<file path="src/rtl/tx_scheduler.sv">
// tx_scheduler: round-robin scheduler that shares one serial transmitter among
// NREQ requesters. One requester is granted in IDLE and its byte is latched.
// The scheduler then pulses the transmitter's ld with cen high, holds cen for a
// full frame, and waits out an optional inter-frame gap.
//
// Optional feature: define HIPRI0_EN to give requester 0 strict priority.
// Requesters 1..NREQ-1 then round-robin among themselves. When HIPRI0_EN is
// undefined, round-robin covers all NREQ requesters.
//
// Parameters:
//   NREQ        number of requesters (2..8)
//   FRAME_BITS  cen-high cycles after the load cycle (1..16)
//   GAP_CYCLES  cen-low cycles between frames (0..16, 0 = back-to-back)
//
// Ports:
//   clk     in   system clock, rising edge
//   rst     in   asynchronous reset, active-high
//   req     in   per-requester request, held until ack
//   data    in   byte per requester, requester i at data[8i+7:8i]
//   ack     out  one-cycle pulse: request accepted, byte latched
//   ld      out  transmitter parallel load (LOAD cycle only)
//   cen     out  transmitter count/shift enable (LOAD + frame)
//   par_ld  out  byte presented to transmitter, stable until next grant
//   busy    out  high in every state except IDLE
//   gnt_id  out  index of current/last granted requester, zero-extended
module tx_scheduler #(
    parameter int unsigned NREQ       = 4,
    parameter int unsigned FRAME_BITS = 10,
    parameter int unsigned GAP_CYCLES = 2
) (
    input  logic              clk,
    input  logic              rst,
    input  logic [NREQ-1:0]   req,
    input  logic [8*NREQ-1:0] data,
    output logic [NREQ-1:0]   ack,
    output logic              ld,
    output logic              cen,
    output logic [7:0]        par_ld,
    output logic              busy,
    output logic [2:0]        gnt_id
);

    // Counter reload values; the counter runs down to 0 inclusive.
    localparam logic [3:0] FRAME_LAST = 4'(FRAME_BITS - 1);
    localparam logic [3:0] GAP_LAST   = (GAP_CYCLES == 0) ? 4'd0 : 4'(GAP_CYCLES - 1);
    localparam logic [2:0] LAST_INIT  = 3'(NREQ - 1);

    typedef enum logic [1:0] {
        StIdle,
        StLoad,
        StShift,
        StGap
    } state_t;

    state_t          state;
    logic [3:0]      cnt;
    logic [2:0]      last;
    logic [2:0]      winner;
    logic [NREQ-1:0] win_onehot;
    logic [7:0]      win_data;
    logic [7:0]      req_ext;

    assign req_ext = 8'(req);

    // First set request found while scanning from+1, from+2, ... modulo NREQ.
    // When skip0 is set, index 0 is excluded from the scan.
    function automatic logic [2:0] rr_pick(input logic [7:0] r, input logic [2:0] from,
                                           input logic skip0);
        logic [2:0] pick;
        logic [2:0] idx;
        logic       hit;
        pick = from;
        hit  = 1'b0;
        for (int k = 1; k <= int'(NREQ); k++) begin
            idx = 3'((int'(from) + k) % int'(NREQ));
            if (!hit && r[idx] && !(skip0 && idx == 3'd0)) begin
                pick = idx;
                hit  = 1'b1;
            end
        end
        return pick;
    endfunction

`ifdef HIPRI0_EN
    // Requester 0 always wins; the rest share round-robin.
    assign winner = req[0] ? 3'd0 : rr_pick(req_ext, last, 1'b1);
`else
    assign winner = rr_pick(req_ext, last, 1'b0);
`endif

    // Decode the winner into an ack vector and select its byte.
    always_comb begin
        win_onehot = '0;
        win_data   = '0;
        for (int i = 0; i < int'(NREQ); i++) begin
            if (winner == 3'(i)) begin
                win_onehot[i] = 1'b1;
                win_data      = data[8*i +: 8];
            end
        end
    end

    // All outputs are registered and change together with the state, so each
    // output is a glitch-free decode of the state it belongs to.
    always_ff @(posedge clk or posedge rst) begin
        if (rst) begin
            state  <= StIdle;
            cnt    <= '0;
            last   <= LAST_INIT;
            ack    <= '0;
            ld     <= 1'b0;
            cen    <= 1'b0;
            par_ld <= '0;
            busy   <= 1'b0;
            gnt_id <= '0;
        end else begin
            unique case (state)
                StIdle: begin
                    if (|req) begin
                        par_ld <= win_data;
                        gnt_id <= winner;
`ifdef HIPRI0_EN
                        // Grants to the priority requester leave the RR pointer alone.
                        if (winner != 3'd0) begin
                            last <= winner;
                        end
`else
                        last   <= winner;
`endif
                        ack    <= win_onehot;
                        ld     <= 1'b1;
                        cen    <= 1'b1;
                        busy   <= 1'b1;
                        state  <= StLoad;
                    end
                end
                StLoad: begin
                    ack   <= '0;
                    ld    <= 1'b0;
                    cnt   <= FRAME_LAST;
                    state <= StShift;
                end
                StShift: begin
                    if (cnt == 4'd0) begin
                        cen <= 1'b0;
                        if (GAP_CYCLES == 0) begin
                            busy  <= 1'b0;
                            state <= StIdle;
                        end else begin
                            cnt   <= GAP_LAST;
                            state <= StGap;
                        end
                    end else begin
                        cnt <= cnt - 4'd1;
                    end
                end
                StGap: begin
                    if (cnt == 4'd0) begin
                        busy  <= 1'b0;
                        state <= StIdle;
                    end else begin
                        cnt <= cnt - 4'd1;
                    end
                end
                default: begin
                    state <= StIdle;
                end
            endcase
        end
    end

endmodule

</file>
<file path="config.mk">
export PLATFORM = sky130hd
export DESIGN_NAME = tx_scheduler
export DESIGN_NICKNAME = d
export VERILOG_FILES = /design/src/rtl/tx_scheduler.sv
export SDC_FILE = /design/constraint.sdc
export NUM_CORES = 1
export LEC_CHECK = 0
export CORE_MARGIN = 4
export CORE_UTILIZATION = 41
export CTS_CLUSTER_DIAMETER = 60
export DETAILED_ROUTE_END_ITERATION = 12
export GPL_ROUTABILITY_DRIVEN = 0
export PLACE_DENSITY = 0.76
export SETUP_SLACK_MARGIN = 0.1
export SLEW_MARGIN = 20
export SYNTH_ARGS = -nofsm -noshare
export SYNTH_HDL_FRONTEND = slang
export SYNTH_SLANG_ARGS = --single-unit
</file>
<file path="constraint.sdc">
create_clock -name clk -period 1.8 [get_ports clk]
set_input_delay 0.36 -clock clk [delete_from_list [all_inputs] [get_ports clk]]
set_output_delay 0.36 -clock clk [all_outputs]
set_load 0.01 [all_outputs]
</file>
==> results.txt <==
The initial antenna violation count is 0. The clock reaches the later pin of the worst-skew pair after between 0.2 and 0.3 ns. For this run, the leading register cell type out of synthesis is dfrtp_1. The max-capacitance violation count came out at 0.

The via count of the first global-routing pass came to around 1.6k. The H-tree depth is 1. The number of hold violations in the final report is 0. The count of yosys warnings during synthesis is 0.

The critical-path maximum fanout came out at 8. The number of storage elements in the synthesis netlist came out at 26. The first global-routing pass estimated 7090 microns of wire. The period utilization is 1.00.

Across the VDD grid, the largest voltage drop is 0.770 mV. Synthesis produced 177 cells. The checks that failed: setup timing. The final wirelength came out at 4620 microns. Walking the worst path, the cells encountered are or3b_4, a21oi_4, nor3_4, o31ai_2, a22o_1. The width of the die came out at between 70 and 80 microns. The detailed placement HPWL is 3240 microns. The maximum cell stage delay along the critical path is 0.62 ns. The total standard cell area after synthesis came out at 1620 sq um. The number of cells on the worst reg-to-reg path is 5. The CTS buffer count is 3. The worst pin sits at a relative slew slack of 0.711.

The routed via count divided by cell count is approximately 5.5. The setup slack on the worst flop-to-flop path came out at -0.005 ns. The fraction of layout cells with a size suffix above 1 came out at 0.270.

The register area share after synthesis came out at 0.404. The total inserted antenna cells is 0. The number of nets in the synthesized netlist came out at 222.

The dominant combinational cell family by area after synthesis is compound AO/OA/AOI/OAI gates. The detailed-routing iteration count for the pre-antenna-repair pass is 4. Dividing total power by cell area gives a power density of 1570 nW/um^2. In the final routed layout, each cell accounts on average for between 15 and 20 microns. The worst-case hold slack is between 0.4 and 0.5 ns.

The compound-gate portion of the synthesized area was 0.269. The boundary pin count is 56. Setup repair after global routing could not meet its margin everywhere.

The number of nets with antenna violations after detailed routing is 0. In the post-route analysis, the smallest setup slack over all paths is -0.00465 ns. The critical path data arrival time came out at between 2 and 2.5 ns. The initial core utilization is 0.432.

The critical path is of the reg -> reg type. Counting every sink on the clock net gives 26. The count of filler cells inserted in the layout is 316. Of the total synthesized cell area, the portion taken by AND, OR, NAND and NOR gates is 0.193.

Dividing the synthesized area by the synthesized cell count gives 9.14 sq um. The achievable clock frequency came out at about 550 MHz. The endpoint required time on the critical path came out at around 2 ns.

Synthesis instantiated 40 different standard cells from the library. In this run the critical register-to-register path is captured at ack[3]$_DFFE_PP0P_. The max-slew violation total from the final report is 0. In this design, the largest share of critical-path delay is due to compound AO/OA/AOI/OAI gates. The buffer levels on the longest clock path is 2.

The initial detailed-routing violation count came out at between 100 and 150. The worst setup path is launched from a flop. The placement row count is 22.

The classification of the worst-slack hold path is in -> async. The via count came out at 1647. The share of synthesized cell area in full adder, half adder and majority cells is 0.0541. Across the routed clock network, the largest skew measured is 0.00430 ns.

The worst register-to-register path begins at last[1]$_DFFE_PP1P_. The global-route total usage across every layer came out at 0.174. The maximum number of pins on one net before global-route repair came out at 27. The post-route cell area came out at 2560 sq um.

The flow ran to the end, but the final reports show violations. Setup violations remaining at the end of the flow were counted as 1. The clock transition at the registers of the reported paths is 0.09 ns. STA classifies the critical path endpoint as a flop.

The slowest stage of the critical path is the dfstp_2 cell. In this run the vertical extent of the chip is just over 70 microns. The shortest clock period the worst path allows after layout is 1.80 ns.

The area after detailed placement is 2310 sq um. The leakage power of the design came out at 0.00106 uW. The async set-reset flop share out of synthesis is 1.00. Of the total synthesized cell area, the portion taken by XOR and XNOR cells is 0.

The number of buffers and inverters on the critical path came out at 0. The count of unresolved DRC violations after routing is 0. The total grt overflow is 0.

The measured slew at the worst slew-check pin came out at about 0.43 ns. The placeable core region came out at ~3700 sq um. The count of hold buffers inserted by post-cts repair is 0. During placement, the flow inserted port buffers numbering 55. The layout overhead on the synthesized area is 58.0%. The fraction of synthesized area in multiplexers is 0.00696. Total power for the finished layout comes to 4010 uW. The cell at the root of the clock tree is clkbuf_8.

The area of the die is 5010 sq um. The worst slack after detailed placement is -0.427 ns. The TritonCTS clock tree is done.

The final net count came out at 298. The number of flops mapped to enable cells by yosys came out at 0.
layout by cell type (no fill, tap or decap), types with 5 or more instances in the layout:
cell type / count
dfrtp_1: 24
o31ai_1: 8
ha_1: 5
buf_4: 24
clkdlybuf4s50_1: 53
o22ai_1: 10
nor2_1: 9
nor3b_1: 5
nand2_1: 22
inv_1: 9
o21ai_0: 10
a211oi_2: 8
a21oi_1: 10
repair_timing:
item | in CTS | in global routing
endpoints found under the setup margin | 17 | 22
resized for setup | 8 | 18
cloned | 0 | 1
pin swaps | 0 | 6
buffers inserted | 4 | 4
worst max path at each step:
stage | start | endpoint | slack, ns | depth (start not counted)
floorplan | last[1]$_DFFE_PP1P_ | par_ld[4]$_DFFE_PP0P_ | 0.09 | 8
global placement | req[3] | par_ld[2]$_DFFE_PP0P_ | -0.37 | 7
detailed placement | req[1] | par_ld[3]$_DFFE_PP0P_ | -0.43 | 6
CTS | last[1]$_DFFE_PP1P_ | ack[3]$_DFFE_PP0P_ | 0.03 | 5
global route | last[1]$_DFFE_PP1P_ | par_ld[0]$_DFFE_PP0P_ | -0.07 | 6
finish | last[1]$_DFFE_PP1P_ | ack[3]$_DFFE_PP0P_ | -0.005 | 5
metrics by stage:
stage | setup TNS (ns) | instances | utilization
floorplan | 0 | 177 | -
global placement | -5.64 | 287 | 0.618
detailed placement | -6.35 | 287 | 0.618
CTS | 0 | 295 | 0.648
global route | -0.369 | 300 | 0.683
finish | -0.00465 | 300 | 0.683
flip-flops by register name (all words and copies together), names as in the netlist:
| name | cells |
|---|---|
| gnt_id | 3 |
| ack | 4 |
| cnt | 4 |
| busy | 1 |
| cen | 1 |
| par_ld | 8 |
| state | 2 |
| last | 2 |
| ld | 1 |
power breakdown:
part / internal [uW] / switching, uW / total [uW]
sequential: 869 / 211 / 1080
clock: 196 / 185 / 380
combinational: 1280 / 1270 / 2550
total: 2340 / 1670 / 4010
area by class of cell:
cell class	instances	area (sq um)	area share
inverter	11	41.3	0.0162
multi-input combinational	130	987	0.386
sequential	26	653	0.256
tap	48	60.1	0.0235
timing repair buffer	81	759	0.297
clock buffer	4	55.1	0.0215
cells by family (layout without fill, tap and decap cells):
logic type / Yosys count / count (layout)
adders and majority gates: 7 / 7
buffers and inverters: 22 / 96
DFF: 26 / 26
and+or+nand+nor: 59 / 60
AOI/OAI and AO/OA: 62 / 62
muxes: 1 / 1
synthesized netlist by cell type, types with 2 or more instances:
| cell type | instances | area, sq um |
|---|---|---|
| dfstp_2 | 2 | 52.6 |
| ha_1 | 7 | 87.6 |
| o22ai_1 | 11 | 68.8 |
| nor4b_1 | 2 | 17.5 |
| nand2b_1 | 4 | 25.0 |
| dfrtp_1 | 24 | 601 |
| a211oi_1 | 2 | 15.0 |
| inv_1 | 10 | 37.5 |
| or3_1 | 2 | 12.5 |
| buf_6 | 3 | 33.8 |
| buf_2 | 4 | 20.0 |
| a21oi_1 | 12 | 60.1 |
| buf_4 | 2 | 15.0 |
| o21ai_0 | 11 | 55.1 |
| a211oi_2 | 6 | 75.1 |
| nor3b_1 | 9 | 67.6 |
| nor2_1 | 10 | 37.5 |
| clkbuf_1 | 2 | 7.51 |
| nor4_1 | 2 | 12.5 |
| nor3_1 | 2 | 10.0 |
| nand2_1 | 22 | 82.6 |
| o31ai_1 | 10 | 75.1 |
worst min-delay path, cell delays in order:
cell and delay [ns]:
clkdlybuf4s50_1 0.39, inv_1 0.05, buf_4 0.30
metal layers:
layer	GRT usage	routed length [microns]	share of wire	vias to the layer above
li1	-	-	-	796
met1	0.221	1980	0.43	771
met2	0.283	2140	0.46	70
met3	0.0582	410	0.089	10
met4	0.0480	91	0.020	0
met5	0	0	0	-
(Power assumes the default switching activity.)
